<file path="src/rtl/light_transition_sequencer.sv">
// Lane lamp sequencer: newly added lanes go green at once, while dropped lanes
// go yellow, then all-red clearance, before the latched new set goes green.
module light_transition_sequencer #(
    parameter int YELLOW_TIME = 3,
    parameter int ALLRED_TIME = 2,
    parameter int MAX_GREEN   = 4
) (
    input  logic       clk,
    input  logic       rst,
    input  logic [7:0] target,
    output logic [7:0] green,
    output logic [7:0] yellow,
    output logic [7:0] red,
    output logic       busy,
    output logic       fault
);

    typedef enum logic [1:0] {STEADY, YELLOW, CLEAR} state_t;

    localparam logic [6:0] YT_LOAD = 7'(YELLOW_TIME - 1);
    localparam logic [6:0] AR_LOAD = 7'(ALLRED_TIME - 1);

    state_t     r_state, w_state_nxt;
    logic [7:0] r_cur, w_cur_nxt;
    logic [7:0] r_pend, w_pend_nxt;
    logic [6:0] r_cnt, w_cnt_nxt;
    logic       r_fault;
    logic [3:0] w_pop;
    logic       w_illegal;
    logic [7:0] w_eff;
    logic [7:0] w_green_nxt, w_yellow_nxt;

    always_comb begin
        w_pop = 4'd0;
        for (int i = 0; i < 8; i++) w_pop = w_pop + {3'd0, target[i]};
    end

    assign w_illegal = (w_pop > 4'(MAX_GREEN));
    assign w_eff     = w_illegal ? 8'h00 : target;

    always_comb begin
        w_state_nxt = r_state;
        w_cur_nxt   = r_cur;
        w_pend_nxt  = r_pend;
        w_cnt_nxt   = r_cnt;
        case (r_state)
            STEADY: begin
                if ((r_cur & ~w_eff) != 8'h00) begin
                    w_pend_nxt  = w_eff;
                    w_cnt_nxt   = YT_LOAD;
                    w_state_nxt = YELLOW;
                end else begin
                    w_cur_nxt = w_eff;
                end
            end
            YELLOW: begin
                if (r_cnt == 7'd0) begin
                    w_cnt_nxt   = AR_LOAD;
                    w_state_nxt = CLEAR;
                end else begin
                    w_cnt_nxt = r_cnt - 7'd1;
                end
            end
            CLEAR: begin
                if (r_cnt == 7'd0) begin
                    w_cur_nxt   = r_pend;
                    w_state_nxt = STEADY;
                end else begin
                    w_cnt_nxt = r_cnt - 7'd1;
                end
            end
            default: w_state_nxt = STEADY;
        endcase
    end

    // Lamps are computed from next-state values so the registered outputs
    // track the post-edge state without an extra cycle of lag.
    always_comb begin
        w_green_nxt  = w_cur_nxt;
        w_yellow_nxt = 8'h00;
        case (w_state_nxt)
            YELLOW: begin
                w_green_nxt  = w_cur_nxt & w_pend_nxt;
                w_yellow_nxt = w_cur_nxt & ~w_pend_nxt;
            end
            CLEAR:   w_green_nxt = w_cur_nxt & w_pend_nxt;
            default: ;
        endcase
    end

    always_ff @(posedge clk or negedge rst) begin
        if (!rst) begin
            r_state <= STEADY;
            r_cur   <= 8'h00;
            r_pend  <= 8'h00;
            r_cnt   <= 7'd0;
            r_fault <= 1'b0;
            green   <= 8'h00;
            yellow  <= 8'h00;
            red     <= 8'hFF;
            busy    <= 1'b0;
        end else begin
            r_state <= w_state_nxt;
            r_cur   <= w_cur_nxt;
            r_pend  <= w_pend_nxt;
            r_cnt   <= w_cnt_nxt;
            r_fault <= r_fault | w_illegal;
            green   <= w_green_nxt;
            yellow  <= w_yellow_nxt;
            red     <= ~(w_green_nxt | w_yellow_nxt);
            busy    <= (w_state_nxt != STEADY);
        end
    end

    assign fault = r_fault;

endmodule

</file>
<file path="config.mk">
export PLATFORM = sky130hd
export DESIGN_NAME = light_transition_sequencer
export DESIGN_NICKNAME = d
export VERILOG_FILES = /design/src/rtl/light_transition_sequencer.sv
export SDC_FILE = /design/constraint.sdc
export NUM_CORES = 1
export LEC_CHECK = 0
export ABC_AREA = 1
export CAP_MARGIN = 20
export CORE_MARGIN = 5
export CORE_UTILIZATION = 25
export CTS_CLUSTER_DIAMETER = 50
export DETAILED_ROUTE_END_ITERATION = 16
export SLEW_MARGIN = 20
export SYNTH_ARGS = -nofsm -noshare
export SYNTH_HDL_FRONTEND = slang
export SYNTH_SLANG_ARGS = --single-unit
</file>
<file path="constraint.sdc">
create_clock -name clk -period 5.6 [get_ports clk]
set_clock_uncertainty 0.15 [all_clocks]
set_input_delay 1.4 -clock clk [delete_from_list [all_inputs] [get_ports clk]]
set_output_delay 1.4 -clock clk [all_outputs]
set_load 0.005 [all_outputs]
</file>
---- After elaboration in Yosys (flattened, before gate mapping) ----
Index checks and enable logic that the tools add are counted.
storage, ports and cells
  input port bits ......................... 10
  register bits ........................... 51
  logic and storage cells ................. 55
cells by class
  bitwise logic cells ..................... 8
  reductions and logical operators ........ 7
  magnitude comparators ................... 1
  equality and inequality tests ........... 6
  $add $sub $neg .......................... 8
  multiplexer cells ....................... 16
operator list
  kind                                                                              count
  8-bit 2-to-1 mux                                                                  7
  8-bit bitwise AND                                                                 3
  8-bit inverter                                                                    3
  7-bit 2-to-1 mux                                                                  3
  7-bit one-hot mux with 3 select lines                                             1
  4-bit by 1-bit adder with 4-bit output                                            4
  8-bit one-hot mux with 2 select lines                                             1
  8-bit OR                                                                          1
  8-bit nonzero test                                                                1
  7-bit zero test                                                                   1
  7-bit by 1-bit subtractor with 7-bit output (second input constant)               1
  2-bit 2-to-1 mux                                                                  3
  2-bit one-hot mux with 3 select lines                                             1
  3-bit by 1-bit adder with 4-bit output                                            1
  2-bit by 1-bit equality test with 1-bit output (second input constant)            2
  2-bit equality test (second input constant)                                       2
  4-bit by 3-bit greater-than comparator with 1-bit output (second input constant)  1
  2-bit inequality test (second input constant)                                     2
  2-bit by 1-bit adder with 3-bit output                                            1
  3-bit AND reduction                                                               1
  3-bit nonzero test                                                                1
  1-bit by 1-bit adder with 2-bit output                                            1
  2-bit zero test                                                                   1
  2-bit nonzero test                                                                1
  2 further kinds                                                                   2

---- Depth between registers and ports, before layout ----
  depth after elaboration ................. 19
  gate-level depth with buffers ........... 23
  gate-level depth less buffers ........... 22

---- Worst setup path after synthesis ----
OpenSTA, ideal clock, no wires.
  path type ............................... in2reg
  from .................................... input port target[0]
  to ...................................... register green[0]
  buffers on the path ..................... 1
  slack ................................... 0.062 ns
  required time ........................... 5.337 ns
  stages .................................. 23
  setup time .............................. 0.113 ns
  data arrival time ....................... 5.275 ns
  path through ............................ inv_1 > fa_1 > fa_1 > fa_1 > inv_1 > ha_1 > fa_1 > inv_1 > nand2_1 > nand3_4 > nand3_1 > nand2_1 > nand2_2 > nor2_8 > nand2_4 > nand2_4 > a21oi_1 > inv_1 > ha_1 > clkbuf_1 > nand3_1 > nand2_1 > inv_1
between the ends
  word-level cells in the longest chain between the ends .. 17
ends and longest elaborated chain
  element                                                                                       line  source
  start, declared                                                                               10    input logic [7:0] target,
  1-bit by 1-bit adder with 2-bit output                                                        35    for (int i = 0; i < 8; i++) w_pop = w_pop + {3'd0, target[i]};
  2-bit by 1-bit adder with 3-bit output                                                        35
  3-bit by 1-bit adder with 4-bit output                                                        35
  4-bit by 1-bit adder with 4-bit output (4 in series)                                          35
  4-bit by 3-bit greater-than comparator with 1-bit output                                      38    assign w_illegal = (w_pop > 4'(MAX_GREEN));
  8-bit 2-to-1 mux (*)                                                                          39    assign w_eff = w_illegal ? 8'h00 : target;
  8-bit inverter (*)                                                                            48    if ((r_cur & ~w_eff) != 8'h00) begin
  8-bit bitwise AND (*)                                                                         48
  8-bit nonzero test (*)                                                                        48
  2-bit 2-to-1 mux (*)                                                                          48
  2-bit one-hot mux with 3 select lines (*)                                                     46    case (r_state)
  via w_state_nxt[0]                                                                            23    state_t r_state, w_state_nxt;
  2-bit by 1-bit equality test with 1-bit output / 2-bit equality test (equally long branches)  81    case (w_state_nxt)
  2-bit OR reduction (no line) (*)                                                              -
  8-bit 2-to-1 mux (*)                                                                          -
  via w_green_nxt[0]                                                                            31    logic [7:0] w_green_nxt, w_yellow_nxt;
  end signal, assigned                                                                          108   green <= w_green_nxt;
  end, declared                                                                                 11    output logic [7:0] green,
Mark *: on every way through the listed nets, which the timed path passes. The rest lies on a longest branch.
A chain may end at the register's enable or synchronous reset.

---- Worst setup path after layout ----
  from .................................... input port target[1]
  to ...................................... register red[3]
between the ends
  word-level cells in the longest chain between the ends .. 19
ends and longest elaborated chain
  element                                                                                       line  source
  1-bit by 1-bit adder with 2-bit output                                                        35
  2-bit by 1-bit adder with 3-bit output                                                        35
  3-bit by 1-bit adder with 4-bit output                                                        35
  4-bit by 1-bit adder with 4-bit output (4 in series)                                          35
  4-bit by 3-bit greater-than comparator with 1-bit output                                      38
  8-bit 2-to-1 mux (*)                                                                          39
  8-bit inverter (*)                                                                            48
  8-bit bitwise AND (*)                                                                         48
  8-bit nonzero test (*)                                                                        48
  2-bit 2-to-1 mux (*)                                                                          48
  2-bit one-hot mux with 3 select lines (*)                                                     46
  via w_state_nxt[0]                                                                            23
  2-bit by 1-bit equality test with 1-bit output / 2-bit equality test (equally long branches)  81
  2-bit OR reduction (no line)                                                                  -
  8-bit 2-to-1 mux                                                                              -
  8-bit OR (*)                                                                                  110   red <= ~(w_green_nxt | w_yellow_nxt);
  8-bit inverter (*)                                                                            110
  end signal, assigned                                                                          110
  end, declared                                                                                 13    output logic [7:0] red,
Marked as above.

==> flow_summary.ini <==
[status]
status = complete, no violations

[worst_setup_path]
endpoint_kind = flop
critPathTopFamily = adder cells
rrSetupSlack_ns = 2.58
startpoint_type = input port
worstPathCellList = dlygate4sd2_1, inv_1, fa_1, fa_1, fa_1, inv_1, ha_2, fa_2, inv_1, nand2_2, nand3_4, nand3_2, nand2_2, nand2_4, nor2_8, nand2_4, nand2_4, a21oi_4, inv_2, ha_4, buf_12, nand3_2, o21ai_1
cp_slowest_cell = fa_2
slowest_delay_ns = 0.52
critPathBufInv = 6
cp.depth = 23
crit_type = in -> reg
r2r-start = r_state[0]
critical_path_peak_fanout = 7
worstRegToRegCells = 13
cp.required_ns = 5.69
cp.arrival_ns = 5.56
r2r-end = red[3]

[clock_network]
cts.sinks = 51
clkTransAtPathRegs_ns = 0.10
cts_buffers = 5
cts_tree = built
cts_hold_buf = 0
clk_latency_ns = 0.31
cts-htree-levels = 2
cts_max_path_buffers = 2
root_buffer = clkbuf_8

[placement]
dp.final_hpwl_um = 4700
port_buffers = 35
placed_area_um2 = 3450
finalWeightedCongestion = 0.855
pre_cts_slack_ns = -0.578
dp.cells = 520

[sta]
fin_crit_ns = 5.46
final_max_slew_viol_count = 0
fmax_ghz = 0.183
layout_setup_ws_ns = 0.137
fin_setup_tns_ns = 0
worst_pin_slew_ns = 0.831
slew_headroom_pct = 44.6
min_period_over_period_pct = 97.5
setup_viol = 0
hold_viol_final = 0
whs_ns = 0.348

[yosys]
synth_ff_type = dfrtp_1
synthDistinctLibCells = 31
yosys_register_bits = 51
synth_edf_count = 0
yosysWarningCount = 0
synth_cells = 322
synth_fp_nets = 347
ys_async_sr_fraction_pct = 100
syn_avg_cell_area_um2 = 8.48
yosysSeqAreaShare_pct = 47.1
synth_area_um2 = 2730

[min_path]
min_from = fault
hold_end = fault
holdPathStages = 1
hold_path.class = reg -> reg

[detailed_routing]
avgViaCountPerCell = 4.34
top_layer = met4
routed-wl-met2_um = 3750
dr_wl_met3_um = 199
ant_nets = 0
drtIter0Drc = 121
wl_per_cell_um = 13.1
drt-pass1-iter-count = 4
totalWireLength_um = 6980
wl_met1_um = 2980
drc_errors = 0
vias = 2317

[floorplanning]
fp.dieH_um = 115
chipWidth_um = 115
initial_core_util_pct = 25.3
dieArea_um2 = 13100
core_area_um2 = 10800
num_rows = 38
ios = 36

[final_layout]
final_cell_mix = 73 x nand2_1, 46 x inv_1, 43 x dfrtp_1
drive_above_1_share_pct = 27.2
final_core_util_pct = 35.2
fin_area_um2 = 3800
fillers = 1075
areaGrowthSynthToFinish_pct = 39.3
final_cells = 534
diodes = 0
final_common_cell = nand2_1
nNetsFinal = 418

[global_routing]
antenna_found_initial = 0
grt_first_pass_wirelength_um = 11200
grt_pass1_vias = 2417
track_usage_pct = 10.6
grt_max_degree = 52
grt_overflow = 0

[job]
maxCapViolCount = 0

[power_and_ir_drop]
p_per_area_nw_per_um2 = 601
power_mw = 2.28
vdd_drop_max_mv = 0.195
leakage_nw = 1.92
-- power breakdown --
group	internal, mW	switching [mW]	total, mW
clock	0.0901	0.129	0.219
sequential	0.496	0.0590	0.555
combinational	0.666	0.844	1.51
total	1.25	1.03	2.28
-- cells in the mapped netlist (all sizes together) (2+ instances only) --
library cell | instances | area, µm²
nor2 | 27 | 136
xor2 | 2 | 17.5
nand3 | 40 | 233
o21ai | 17 | 85.1
buf | 5 | 31.3
nand2 | 89 | 372
dfstp | 8 | 210
inv | 52 | 195
fa | 4 | 80.1
a21oi | 3 | 15.0
nand4 | 6 | 37.5
ha | 11 | 138
o211ai | 2 | 15.0
dfrtp | 43 | 1080
a22oi | 6 | 45.0
-- cell families (layout without fill, tap and decap cells) --
family	after synthesis	after routing	share of synthesized area, %
xor gates and xnor gates	2	2	0.642
DFF	51	51	47.1
AOI/OAI and AO/OA	31	31	6.69
buffers and inverters	58	129	8.43
adders and majority gates	15	15	7.97
and+or+nand+nor	165	166	29.1
-- sequential cells by signal (all words and copies together), names as in the netlist --
name and count:
green 8, r_cur 8, r_pend 8, red 8
yellow 8, r_cnt 7, r_state 2, busy 1
fault 1
-- cell type report --
class	instances	area, µm²	share of cell area [%]
inverter	52	195	5.13
sequential	51	1290	33.8
timing repair buffer	69	632	16.6
clock inverter	2	16.3	0.428
tap	140	175	4.61
multi-input combinational	214	1430	37.5
clock buffer	6	72.6	1.91
-- worst max path at each step --
stage,from,end,slack (ns)
2_1_floorplan,target[0],green[0],0.06
3_3_place_gp,target[0],green[5],-0.41
3_5_place_dp,target[0],green[6],-0.58
4_1_cts,target[3],green[6],0.13
5_1_grt,target[1],green[3],-0.01
6_report,target[1],red[3],0.14
-- worst reg2reg max path: stages (launching register included) --
cell and delay [ns]:
dfrtp_1 0.44, inv_1 0.10, ha_1 0.29, inv_1 0.11
nor2_1 0.50, nor2_1 0.18, nor2_1 0.18, o21bai_1 0.12
a21oi_4 0.14, inv_2 0.08, ha_4 0.29, buf_12 0.14
nand3_2 0.08, o21ai_1 0.16
-- repair_timing --
action / 4_1_cts / 5_1_grt
pin swaps: 18 / 15
resized for setup: 33 / 20
hold endpoints to repair: 0 / 0
setup endpoints to repair: 24 / 24
setup buffers: 2 / 2
gates cloned: 1 / 1
-- routing by layer --
| layer | vias up | global-route usage (%) |
|---|---|---|
| li1 | 1166 | - |
| met1 | 1103 | 12.5 |
| met2 | 40 | 19.9 |
| met3 | 8 | 1.85 |
| met4 | 0 | 2.69 |
| met5 | - | 0 |
Power figures use the tool's default switching activity.
